**src/rtl/riscv_pkg.sv**
```systemverilog
// Shared RISC-V decode constants and helpers for the memory stage.
// Defines the canonical NOP, the load/store opcodes and the memory-op decode helpers.
package riscv_pkg;

    localparam int ILEN = 32;

    localparam logic [6:0] LOAD  = 7'b0000011;
    localparam logic [6:0] STORE = 7'b0100011;

    // addi x0, x0, 0
    localparam logic [ILEN-1:0] INSTR_NOP = 32'h0000_0013;

    function automatic logic is_memop(input logic [ILEN-1:0] instr);
        return (instr[6:0] == LOAD) || (instr[6:0] == STORE);
    endfunction

    function automatic logic is_load(input logic [ILEN-1:0] instr);
        return instr[6:0] == LOAD;
    endfunction

endpackage

```
**src/rtl/riscv_memstage_pending.sv**
```systemverilog
// Outstanding data-memory transaction counter for the MEM stage.
// Saturates at 0 and MAX_PENDING; out-of-range issue/ack are flagged in simulation.
module riscv_memstage_pending #(
    parameter int MAX_PENDING = 2
) (
    input  logic                                 rstn,
    input  logic                                 clk,
    input  logic                                 mem_issue,
    input  logic                                 mem_ack,
    output logic [$clog2(MAX_PENDING+1)-1:0]     cnt,
    output logic [$clog2(MAX_PENDING+1)-1:0]     cnt_next
);
    localparam int CW = $clog2(MAX_PENDING+1);

    logic [CW-1:0] cnt_reg;

    always_comb begin
        cnt_next = cnt_reg;
        if (mem_issue && !mem_ack && cnt_reg != CW'(MAX_PENDING))
            cnt_next = cnt_reg + CW'(1);
        else if (mem_ack && !mem_issue && cnt_reg != '0)
            cnt_next = cnt_reg - CW'(1);
    end

    always_ff @(posedge clk or negedge rstn) begin
        if (!rstn)
            cnt_reg <= '0;
        else
            cnt_reg <= cnt_next;
    end

    assign cnt = cnt_reg;

`ifndef SYNTHESIS
    // Issue beyond capacity or an ack with nothing in flight means the bus side misbehaved.
    a_issue_overflow: assert property (@(posedge clk) disable iff (!rstn)
        !(mem_issue && !mem_ack && cnt_reg == CW'(MAX_PENDING)));
    a_ack_underflow: assert property (@(posedge clk) disable iff (!rstn)
        !(mem_ack && !mem_issue && cnt_reg == '0));
`endif

endmodule

```
**src/rtl/riscv_memstage.sv**
```systemverilog
// RISC-V MEM pipeline stage: EX->MEM register, flush/bubble handling and load/store stall.
// Optional forwarding from MEM is enabled by defining RV12_MEM_BYPASS_EN.
module riscv_memstage
    import riscv_pkg::*;
#(
    parameter int                XLEN           = 32,
    parameter logic [XLEN-1:0]   PC_INIT        = 'h200,
    parameter int                INSTR_SIZE     = 32,
    parameter int                EXCEPTION_SIZE = 12,
    parameter int                MAX_PENDING    = 2
) (
    input  logic                      rstn,
    input  logic                      clk,
    input  logic [XLEN-1:0]           ex_pc,
    output logic [XLEN-1:0]           mem_pc,
    input  logic [INSTR_SIZE-1:0]     ex_instr,
    output logic [INSTR_SIZE-1:0]     mem_instr,
    input  logic                      ex_bubble,
    output logic                      mem_bubble,
    input  logic [EXCEPTION_SIZE-1:0] ex_exception,
    output logic [EXCEPTION_SIZE-1:0] mem_exception,
    input  logic [XLEN-1:0]           ex_r,
    output logic [XLEN-1:0]           mem_r,
    input  logic [XLEN-1:0]           ex_memadr,
    output logic [XLEN-1:0]           mem_memadr,
    input  logic                      ex_stall,
    input  logic                      mem_issue,
    input  logic                      mem_ack,
    input  logic                      wb_stall,
    output logic                      mem_stall,
    input  logic                      bu_flush,
    input  logic                      st_flush,
    input  logic                      du_flush,
    input  logic [EXCEPTION_SIZE-1:0] wb_exception,
    output logic [XLEN-1:0]           mem_byp_r,
    output logic                      mem_byp_valid
);
    localparam int CW = $clog2(MAX_PENDING+1);

    logic          flush;
    logic          advance;
    logic [CW-1:0] pend_cnt;
    logic [CW-1:0] pend_next;

    riscv_memstage_pending #(
        .MAX_PENDING (MAX_PENDING)
    ) u_pending (
        .rstn      (rstn),
        .clk       (clk),
        .mem_issue (mem_issue),
        .mem_ack   (mem_ack),
        .cnt       (pend_cnt),
        .cnt_next  (pend_next)
    );

    assign flush = bu_flush | st_flush | du_flush | (|wb_exception);

    // Stall releases in the same cycle the final ack drains the counter.
    assign mem_stall = !mem_bubble && is_memop(ILEN'(mem_instr)) &&
                       (pend_cnt != '0) && (pend_next != '0);

    assign advance = !mem_stall && !wb_stall;

    always_ff @(posedge clk or negedge rstn) begin
        if (!rstn) begin
            mem_pc        <= PC_INIT;
            mem_instr     <= INSTR_SIZE'(INSTR_NOP);
            mem_bubble    <= 1'b1;
            mem_exception <= '0;
            mem_r         <= '0;
            mem_memadr    <= '0;
        end else if (advance) begin
            if (!du_flush)
                mem_pc <= ex_pc;
            mem_r      <= ex_r;
            mem_memadr <= ex_memadr;
            if (flush || ex_stall) begin
                mem_bubble    <= 1'b1;
                mem_exception <= '0;
                mem_instr     <= INSTR_SIZE'(INSTR_NOP);
            end else begin
                mem_bubble    <= ex_bubble;
                mem_exception <= ex_exception;
                mem_instr     <= ex_instr;
            end
        end else if (flush) begin
            // A held instruction is still killed; its instr word stays for debug visibility.
            mem_bubble    <= 1'b1;
            mem_exception <= '0;
        end
    end

`ifdef RV12_MEM_BYPASS_EN
    assign mem_byp_r     = mem_r;
    assign mem_byp_valid = !mem_bubble && !flush && !is_load(ILEN'(mem_instr));
`else
    assign mem_byp_r     = '0;
    assign mem_byp_valid = 1'b0;
`endif

endmodule
```
**config.mk**
```make
export PLATFORM = sky130hd
export DESIGN_NAME = riscv_memstage
export DESIGN_NICKNAME = d
export VERILOG_FILES = /design/src/rtl/riscv_pkg.sv /design/src/rtl/riscv_memstage_pending.sv /design/src/rtl/riscv_memstage.sv
export SDC_FILE = /design/constraint.sdc
export NUM_CORES = 1
export LEC_CHECK = 0
export ABC_AREA = 1
export CORE_AREA = 2 2 131 133
export CTS_CLUSTER_SIZE = 12
export DETAILED_ROUTE_END_ITERATION = 10
export DIE_AREA = 0 0 133 135
export PLACE_DENSITY = 0.82
export SYNTH_ARGS = -nofsm -noshare
export SYNTH_HDL_FRONTEND = slang
export SYNTH_HIERARCHICAL = 1
export SYNTH_SLANG_ARGS = --single-unit
```
**constraint.sdc**
```tcl
create_clock -name clk -period 2.65 [get_ports clk]
set_input_delay 0.53 -clock clk [delete_from_list [all_inputs] [get_ports clk]]
set_output_delay 0.53 -clock clk [all_outputs]
set_load 0.01 [all_outputs]
```
==> results_dict.tcl, run 1 <==
set metrics [dict create \
    synth-seq-cells 143 \
    cts_buffer_depth 2 \
    placed_cell_area_um2 9155 \
    hpwl_mm 12.52 \
    die_area_um2 17960 \
    ios 337 \
    globalRouteTotalUtil_pct 20.00 \
    worst-slew-pin-transition_ns 0.6179 \
    min_path_type "primary input to async pin" \
    drt_first_pass_iters 6 \
    clk_latency_ns 0.41 \
    yosysTopAreaCell "dfrtp_1" \
    drv_cap 0 \
    synth_common_cells "nand2_1 (318), dfrtp_1 (138), nand3_1 (58)" \
    stdcell_area_um2 9824 \
    outcome "completed" \
    synthArstFlopShare_pct 100.0 \
    slew_headroom_pct 58.81 \
    grt_pass1_wl_mm 28.20 \
    crit_type "register to primary output" \
    p_sw_uw 1556 \
    fin_nets 1155 \
    ctsHtreeMaxLevel 4 \
    synth_top_area_share_pct 57.20 \
    synth_area_per_cell_um2 8.686 \
    ant_nets 0 \
    io_buffers 303 \
    ys_top_cells_by_area "dfrtp_1 (57%), nand2_1 (20%), nand3_1 (4.8%)" \
    post-route-period-util_pct 95.29 \
    gp_congestion 0.8522 \
    die_w_um 133 \
    cts_made_buffers 17 \
    grt_pass1_vias 5465 \
    finalHoldViolCount 0 \
    synth_ff_type "dfrtp_1" \
    power_leakage_uw 0.004860 \
    antenna_found_initial 0 \
    slew_viol_final 0 \
    fin_skew_ns 0.008757 \
    die_h_um 135 \
    cp_max_fo 3 \
    clockRootBuffer "clkbuf_16" \
    cp.required_ns 2.12 \
    grt_max_degree 111 \
    sequentialPowerShare_pct 39.5 \
    routed_wirelength_mm 17.81 \
    synth_edf_count 0 \
    yosysUniqueCellTypes 20 \
    fmax_mhz 396.0 \
    drc_errors 0 \
    setup_violations 0 \
    core-area_um2 16410 \
    vias 5461 \
    synth_cells 695 \
    num_antenna_cells 0 \
    irDropWorstVdd_v 0.0004619 \
    totalPowerFinal_uw 6217 \
    syn_area_um2 6037 \
    clock-sinks 143 \
    finalSetupTns_ns 0 \
    yosysSeqAreaShare_pct 59.38 \
    p_sw_share_pct 25.03 \
    drt_iter0_markers 292 \
    yosys_warnings 6 \
    worst_ep_arrival_time_ns 2.00 \
    min_period_ns 2.525 \
    start_util_pct 36.80 \
    cts_tree "yes" \
    power_density_nw_per_um2 632.8 \
    p_int_uw 4661 \
    cts.clk_slew.worst_paths_ns 0.06 \
    nFillCells 1362 \
    syn_to_final_growth_pct 62.74 \
    yosysMostFrequentCell "nand2_1" \
    grt_overflow 0 \
    p_comb_share_pct 17.2 \
    cp-start-kind "register" \
    p_clk_share_pct 43.3 \
    wire_per_inst_um 14.55 \
    routed_via_density 4.462 \
    drive_above_1_share_pct 5.876 \
    fp-row-count 47 \
    holdBufCountCts 0 \
    cp-end-kind "primary output" \
]
## placed cells by master, fill, tap and decap left out, types with 2 or more instances in the layout
cell and n:
nand2_1 318, clkdlybuf4s50_1 301, dfrtp_1 138, nand3_1 58
inv_1 47, conb_1 33, o21ai_0 32, clkbuf_16 17
nor2_1 11, nand4_1 5, bufinv_16 5, dfstp_2 5
buf_12 5, buf_4 4, nor2_4 3, clkinvlp_4 3
inv_6 3, nand3_2 2, clkinv_4 2, ha_1 2
## layout make-up
cell class / instances / area [µm²] / share of cell area (%)
Sequential cell: 143 / 3585 / 36.49
Inverter: 49 / 185.2 / 1.885
Clock buffer: 18 / 439.2 / 4.470
Timing Repair Buffer: 312 / 3159 / 32.16
Multi-Input combinational cell: 468 / 1953 / 19.88
Clock inverter: 14 / 227.7 / 2.318
Tap cell: 220 / 275.3 / 2.802
## power by group through the flow
stage | clock, µW | sequential (µW) | combinational, µW
final | 2690 | 2450 | 1070
after global routing | 2840 | 2470 | 1170
after CTS | 2760 | 2450 | 1070
after detailed placement | 0 | 2490 | 1060
after global placement | 0 | 2480 | 1040
after floorplan | 0 | 2550 | 340
## worst max-delay path: stages (launching register included)
cell      delay [ns]
dfrtp_1         0.38
inv_1           0.09
ha_1            0.21
nor2_2          0.13
nand2_1         0.10
nand2_1         0.07
nand3_1         0.07
nand2_1         0.09
nor2_1          0.05
nor2_1          0.11
nand3_2         0.09
inv_1           0.07
clkbuf_2        0.13
## cell families (layout without fill, tap and decap cells)
kind of cell	after synthesis	count (layout)	synth area share [%]
flip-flops	143	143	59.38
other	1	33	0.06212
adder cells (fa/ha/maj)	2	2	0.4144
AO/OA/AOI/OAI	32	32	2.653
buffers and inverters	116	393	10.34
AND/OR/NAND/NOR	401	401	27.15
## worst paths after layout
check                           slack, ns  cells past startpoint             end             start
worst max-delay path                 0.12                     12       mem_stall  u_pending/cnt[0]
worst min-delay path                 0.12                      1  mem_memadr[20]              rstn
worst max register to register       0.31                     15   mem_instr[15]  u_pending/cnt[0]
worst min register to register       0.48                      2   mem_instr[13]     mem_instr[13]
max in group asynchronous            1.80                      2       mem_pc[9]              rstn
min in group clk                     0.48                      2   mem_instr[13]     mem_instr[13]
## routing by layer
| layer | part of all wire, % | vias up | global-route usage (%) | wire length [µm] |
|---|---|---|---|---|
| li1 | - | 2654 | - | - |
| met1 | 40 | 2528 | 24.05 | 7148 |
| met2 | 48 | 246 | 32.33 | 8557 |
| met3 | 9.1 | 33 | 7.733 | 1628 |
| met4 | 2.7 | 0 | 8.244 | 477 |
| met5 | 0 | - | 0 | 0 |
## repair_timing
item / 4_1_cts / 5_1_grt
resized for setup: 1 / 2
setup buffers: 0 / 1
endpoints found under the setup margin: 1 / 1
## through the flow
step	worst slack, ns	hold slack [ns]	cells	util [%]
final	0.1249	0.1197	1224	59.88
after global routing	-0.01668	0.1430	1224	59.88
after CTS	0.01132	0.1251	1223	59.86
after detailed placement	-0.1632	0.4637	1191	55.80
after global placement	-0.1089	0.4602	1191	55.80
after floorplan	0.7999	0.2344	727	-
No activity file was read; power rests on OpenSTA's default activity.
==> run 2: changes to the inputs <==
--- a/config.mk
+++ b/config.mk
@@ -5,11 +5,10 @@
 export SDC_FILE = /design/constraint.sdc
 export NUM_CORES = 1
 export LEC_CHECK = 0
-export ABC_AREA = 1
-export CORE_AREA = 2 2 131 133
+export CORE_AREA = 2 2 130 132
 export CTS_CLUSTER_SIZE = 12
 export DETAILED_ROUTE_END_ITERATION = 10
-export DIE_AREA = 0 0 133 135
+export DIE_AREA = 0 0 132 134
 export PLACE_DENSITY = 0.82
 export SYNTH_ARGS = -nofsm -noshare
 export SYNTH_HDL_FRONTEND = slang
==> constraint.sdc (replaced) <==
create_clock -name clk -period 2.96 [get_ports clk]
set_input_delay 0.592 -clock clk [delete_from_list [all_inputs] [get_ports clk]]
set_output_delay 0.592 -clock clk [all_outputs]
set_load 0.01 [all_outputs]
==> results_dict.tcl, run 2 <==
set metrics [dict create \
    antenna_found_initial 0 \
    cts_buffer_depth 2 \
    ys_top_cells_by_area "dfrtp_1 (59%), nand2_1 (16%), mux2_1 (5.8%)" \
    die_h_um 134 \
    finalHoldViolCount 0 \
    register_area_um2 3585 \
    post-route-period-util_pct 97.76 \
    clk_latency_ns 0.41 \
    placed_cells 1090 \
    crit_type "register to primary output" \
    final_common_cell "clkdlybuf4s50_1" \
    cp-start-kind "register" \
    synth_edf_count 0 \
    fmax_mhz 345.6 \
    p_int_uw 4073 \
    cp-end-kind "primary output" \
    yosysSeqAreaShare_pct 61.27 \
    gp_congestion 0.8267 \
    synth_area_per_cell_um2 10.00 \
    fp-row-count 47 \
    clockRootBuffer "clkbuf_16" \
    vias 5124 \
    grt_setup_unrepaired "no" \
    drt_first_pass_iters 4 \
    ios 337 \
    finalNonFillerCells 1123 \
    syn_area_um2 5851 \
    irDropWorstVdd_v 0.0003512 \
    drive_above_1_share_pct 6.423 \
    grt_pass1_wl_mm 27.99 \
    yosysUniqueCellTypes 32 \
    place_ws_ns -0.1844 \
    start_util_pct 35.92 \
    finalSetupTns_ns 0 \
    yosysMostFrequentCell "nand2_1" \
    die_w_um 132 \
    yosysTopAreaCell "dfrtp_1" \
    synth_cells 585 \
    holdBufCountCts 0 \
    power_density_nw_per_um2 567.2 \
    clock-sinks 143 \
    wire_per_inst_um 16.05 \
    cts_tree "yes" \
    power_leakage_uw 0.004501 \
    core-area_um2 16290 \
    cp.required_ns 2.37 \
    sequentialPowerShare_pct 40.4 \
    drv_cap 0 \
    routed_wirelength_mm 18.02 \
    outcome "completed" \
    rrSetupSlack_ns 0.13 \
    worst-slew-pin-transition_ns 0.8252 \
    setup_slack_ns 0.06616 \
    syn_to_final_growth_pct 65.29 \
    p_sw_share_pct 25.75 \
    num_antenna_cells 0 \
    yosys_warnings 6 \
    drc_errors 0 \
    nFillCells 1408 \
    synth-seq-cells 143 \
    ctsHtreeMaxLevel 4 \
    globalRouteTotalUtil_pct 20.31 \
    cts_made_buffers 17 \
    slew_headroom_pct 44.98 \
    drt_iter0_markers 200 \
    cp_max_fo 3 \
    grt_pass1_vias 5146 \
    synth_top_area_share_pct 59.02 \
    p_sw_uw 1412 \
    p_clk_share_pct 40.7 \
    synth_common_cells "nand2_1 (253), dfrtp_1 (138), buf_4 (39)" \
    min_path_type "primary input to async pin" \
    fin_nets 1054 \
    setup_violations 0 \
    grt_max_degree 79 \
    p_comb_share_pct 18.9 \
    ant_nets 0 \
    min_period_ns 2.894 \
    synthArstFlopShare_pct 100.0 \
    io_buffers 303 \
    grt_overflow 0 \
    slew_viol_final 0 \
    worst_ep_arrival_time_ns 2.30 \
    fin_skew_ns 0.008206 \
    routed_via_density 4.563 \
    synth_ff_type "dfrtp_1" \
    totalPowerFinal_uw 5485 \
    mostFrequentLayoutCells "clkdlybuf4s50_1 (301), nand2_1 (253), dfrtp_1 (138), conb_1 (33), mux2_1 (30)" \
    multi_input_area_um2 1993 \
    cts.clk_slew.worst_paths_ns 0.06 \
    die_area_um2 17690 \
    hpwl_mm 13.20 \
]
==> run 2: critical path: stages (launching register included) <==
cell and delay, ns:
dfrtp_1 0.40, inv_1 0.08, ha_1 0.32, nor3_1 0.21, o21ai_0 0.14, o21ai_1 0.14
o22a_1 0.18, and3_1 0.14, dlygate4sd2_1 0.28
==> run 2: path summary, 6_finish.rpt <==
check | start | cells past startpoint | to
worst min-delay path | rstn | 1 | mem_pc[18]
max in group asynchronous | rstn | 2 | mem_memadr[6]
worst max-delay path | u_pending/cnt[0] | 8 | mem_stall
min in group clk | mem_instr[22] | 2 | mem_instr[22]
worst min register to register | mem_instr[22] | 2 | mem_instr[22]
worst max register to register | u_pending/cnt[0] | 11 | mem_exception[1]
==> run 2: metrics by stage <==
stage | area (µm²) | util, % | hold WS [ns]
global route | 9671 | 59.37 | 0.2032
finish | 9671 | 59.37 | 0.1613
global placement | 9046 | 55.53 | 0.4483
CTS | 9671 | 59.37 | 0.1849
detailed placement | 9046 | 55.53 | 0.4548
floorplan | 5971 | - | 0.2964
==> run 2: power groups by stage <==
stage / Sequential, µW / Combinational (µW) / Clock [µW]
3_3_place_gp: 2240 / 991 / 0
2_1_floorplan: 2310 / 312 / 0
3_5_place_dp: 2250 / 1020 / 0
5_1_grt: 2240 / 1110 / 2360
6_report: 2220 / 1040 / 2230
4_1_cts: 2220 / 1040 / 2280
==> run 2: cell type report <==
cell class,instances,area share [%]
Clock buffer,18,4.541
Timing Repair Buffer,317,32.97
Inverter,3,0.1164
Sequential cell,143,37.07
Tap cell,220,2.846
Multi-Input combinational cell,408,20.61
Clock inverter,14,1.850
==> run 2: logic make-up (layout without fill, tap and decap cells) <==
logic type      Yosys count  count (layout)  synth area share [%]
compound gates           25              25                 2.973
xor+xnor                  1               1                0.1497
fa+ha+maj                 2               2                0.4276
buf+inv                  66             352                 7.121
flops                   143             143                 61.27
mux                      32              32                 6.159
other cells               1              33               0.06410
simple gates            315             315                 21.84
==> run 2: timing repair <==
| item | in CTS | in global routing |
|---|---|---|
| setup buffers | 1 | 0 |
| pin swaps | 1 | 0 |
| setup endpoints to repair | 1 | 1 |
| resized for setup | 1 | 1 |
==> run 2: layer usage <==
layer	up-vias	part of all wire (%)	GRT usage [%]
li1	2423	-	-
met1	2486	40	25.12
met2	189	52	34.26
met3	26	6.0	5.669
met4	0	2.0	7.246
met5	-	0	0
==> run 3: changes to the inputs <==
--- a/config.mk
+++ b/config.mk
@@ -5,10 +5,11 @@
 export SDC_FILE = /design/constraint.sdc
 export NUM_CORES = 1
 export LEC_CHECK = 0
-export CORE_AREA = 2 2 130 132
+export ABC_AREA = 1
+export CORE_AREA = 2 2 131 133
 export CTS_CLUSTER_SIZE = 12
 export DETAILED_ROUTE_END_ITERATION = 10
-export DIE_AREA = 0 0 132 134
+export DIE_AREA = 0 0 133 135
 export PLACE_DENSITY = 0.82
 export SYNTH_ARGS = -nofsm -noshare
 export SYNTH_HDL_FRONTEND = slang
==> results_dict.tcl, run 3 (same netlist as run 1, synthesis figures left out) <==
set metrics [dict create \
    final_common_cell "nand2_1" \
    start_util_pct 36.80 \
    io_buffers 303 \
    r2r_start "u_pending/cnt[0]" \
    wire_per_inst_um 14.35 \
    finalNonFillerCells 1221 \
    drt_first_pass_iters 7 \
    cp-end-kind "primary output" \
    post-route-period-util_pct 91.72 \
    fp-row-count 47 \
    cts_made_buffers 17 \
    crit_family "buffers and inverters" \
    num_antenna_cells 0 \
    mostFrequentLayoutCells "nand2_1 (318), clkdlybuf4s50_1 (301), dfrtp_1 (138), nand3_1 (58), inv_1 (47)" \
    clk_latency_ns 0.41 \
    worst-slew-pin-transition_ns 0.5397 \
    power_density_nw_per_um2 542.8 \
    hold_ws_ns 0.1376 \
    min_path_type "primary input to async pin" \
    outcome "completed" \
    stdcell_area_um2 9729 \
    grt_max_degree 111 \
    worst_ep_arrival_time_ns 2.12 \
    gr-usage-met1_pct 23.42 \
    drc_errors 0 \
    antenna_found_initial 0 \
    ant_nets 0 \
    startpoint "mem_ack" \
    placed_cells 1191 \
    cts_tree "yes" \
    cts_buffer_depth 2 \
    die_area_um2 17960 \
    finalHoldViolCount 0 \
    globalRouteTotalUtil_pct 19.59 \
    die_h_um 135 \
    register_area_um2 3585 \
    drv_cap 0 \
    hpwl_mm 12.33 \
    slew_headroom_pct 64.02 \
    vias 5482 \
    grt_pass1_vias 5435 \
    die_w_um 133 \
    min_period_ns 2.715 \
    syn_to_final_growth_pct 61.16 \
    cpMaxStageDelayCell "clkdlybuf4s50_1" \
    use_met2_pct 32.07 \
    placed_cell_area_um2 9143 \
    fin_skew_ns 0.01201 \
    slowest_delay_ns 0.51 \
    ios 337 \
    worstPathCellList "clkdlybuf4s50_1 -> inv_1 -> nand3_1 -> nand2_1 -> nand2_1 -> nand2_1 -> inv_1 -> nor2_1 -> nor2_1 -> nand3_2 -> inv_1 -> dlygate4sd2_1" \
    drive_above_1_share_pct 5.495 \
    slew_viol_final 0 \
    grt_overflow 0 \
    finalSetupTns_ns 0 \
    clock-sinks 143 \
    gp_congestion 0.8429 \
    fmax_mhz 368.3 \
    busiest_layer "met2" \
    power_leakage_uw 0.004820 \
    crit_type "primary input to primary output" \
    clockRootBuffer "clkbuf_16" \
    grt_pass1_wl_mm 27.83 \
    path_buf_inv 5 \
    routed_wirelength_mm 17.53 \
    irDropWorstVdd_v 0.0003399 \
    nFillCells 1370 \
    cts.clk_slew.worst_paths_ns 0.06 \
    setup_violations 0 \
    finish.utilization_pct 59.30 \
    multi_input_area_um2 1953 \
    ctsHtreeMaxLevel 4 \
    cp.required_ns 2.37 \
    routed_via_density 4.490 \
    grtUsageMet3_pct 7.245 \
    fin_nets 1154 \
    core-area_um2 16410 \
    cp-start-kind "primary input" \
    grt_setup_unrepaired "no" \
    drt_iter0_markers 230 \
    cp_max_fo 3 \
]
==> run 3: what timing repair did <==
action / 4_1_cts / 5_1_grt
gates resized for setup: 1 / 0
setup buffers: 0 / 0
hold buffers: 0 / 0
setup endpoints to repair: 1 / 0
==> run 3: worst paths after layout <==
| kind | end | slack (ns) | cells past startpoint |
|---|---|---|---|
| setup reg to reg | mem_r[3] | 0.59 | 15 |
| hold / removal | mem_pc[19] | 0.14 | 1 |
| max in group asynchronous | mem_instr[4] | 2.00 | 2 |
| min in group clk | mem_instr[17] | 0.48 | 2 |
| setup / recovery | mem_stall | 0.25 | 12 |
| hold reg to reg | mem_instr[17] | 0.48 | 2 |
==> run 3: power by group <==
part	switching (µW)	internal, µW	leakage (µW)
sequential	88.2	2110	0.00181
clock	824	1320	0.000282
combinational	422	519	0.00273
==> run 3: area by class of cell <==
type,count,area share [%]
sequential,143,36.84
inverter,49,1.903
timing repair buffer,311,32.30
multi-input combinational,468,20.07
tap,220,2.829
clock buffer,17,4.372
clock inverter,13,1.672
==> run 3: per-layer routing <==
metal,share of wire (%),up-vias
met1,41,2541
met4,2.8,0
met5,0,-
met2,47,253
met3,8.8,39
li1,-,2649
==> run 3: through the flow <==
step | power (µW) | worst slack, ns
5_1_grt | 5525 | 0.09058
6_report | 5281 | 0.2451
4_1_cts | 5340 | 0.2473
3_3_place_gp | 3149 | 0.08357
2_1_floorplan | 2591 | 1.048
3_5_place_dp | 3170 | 0.01426
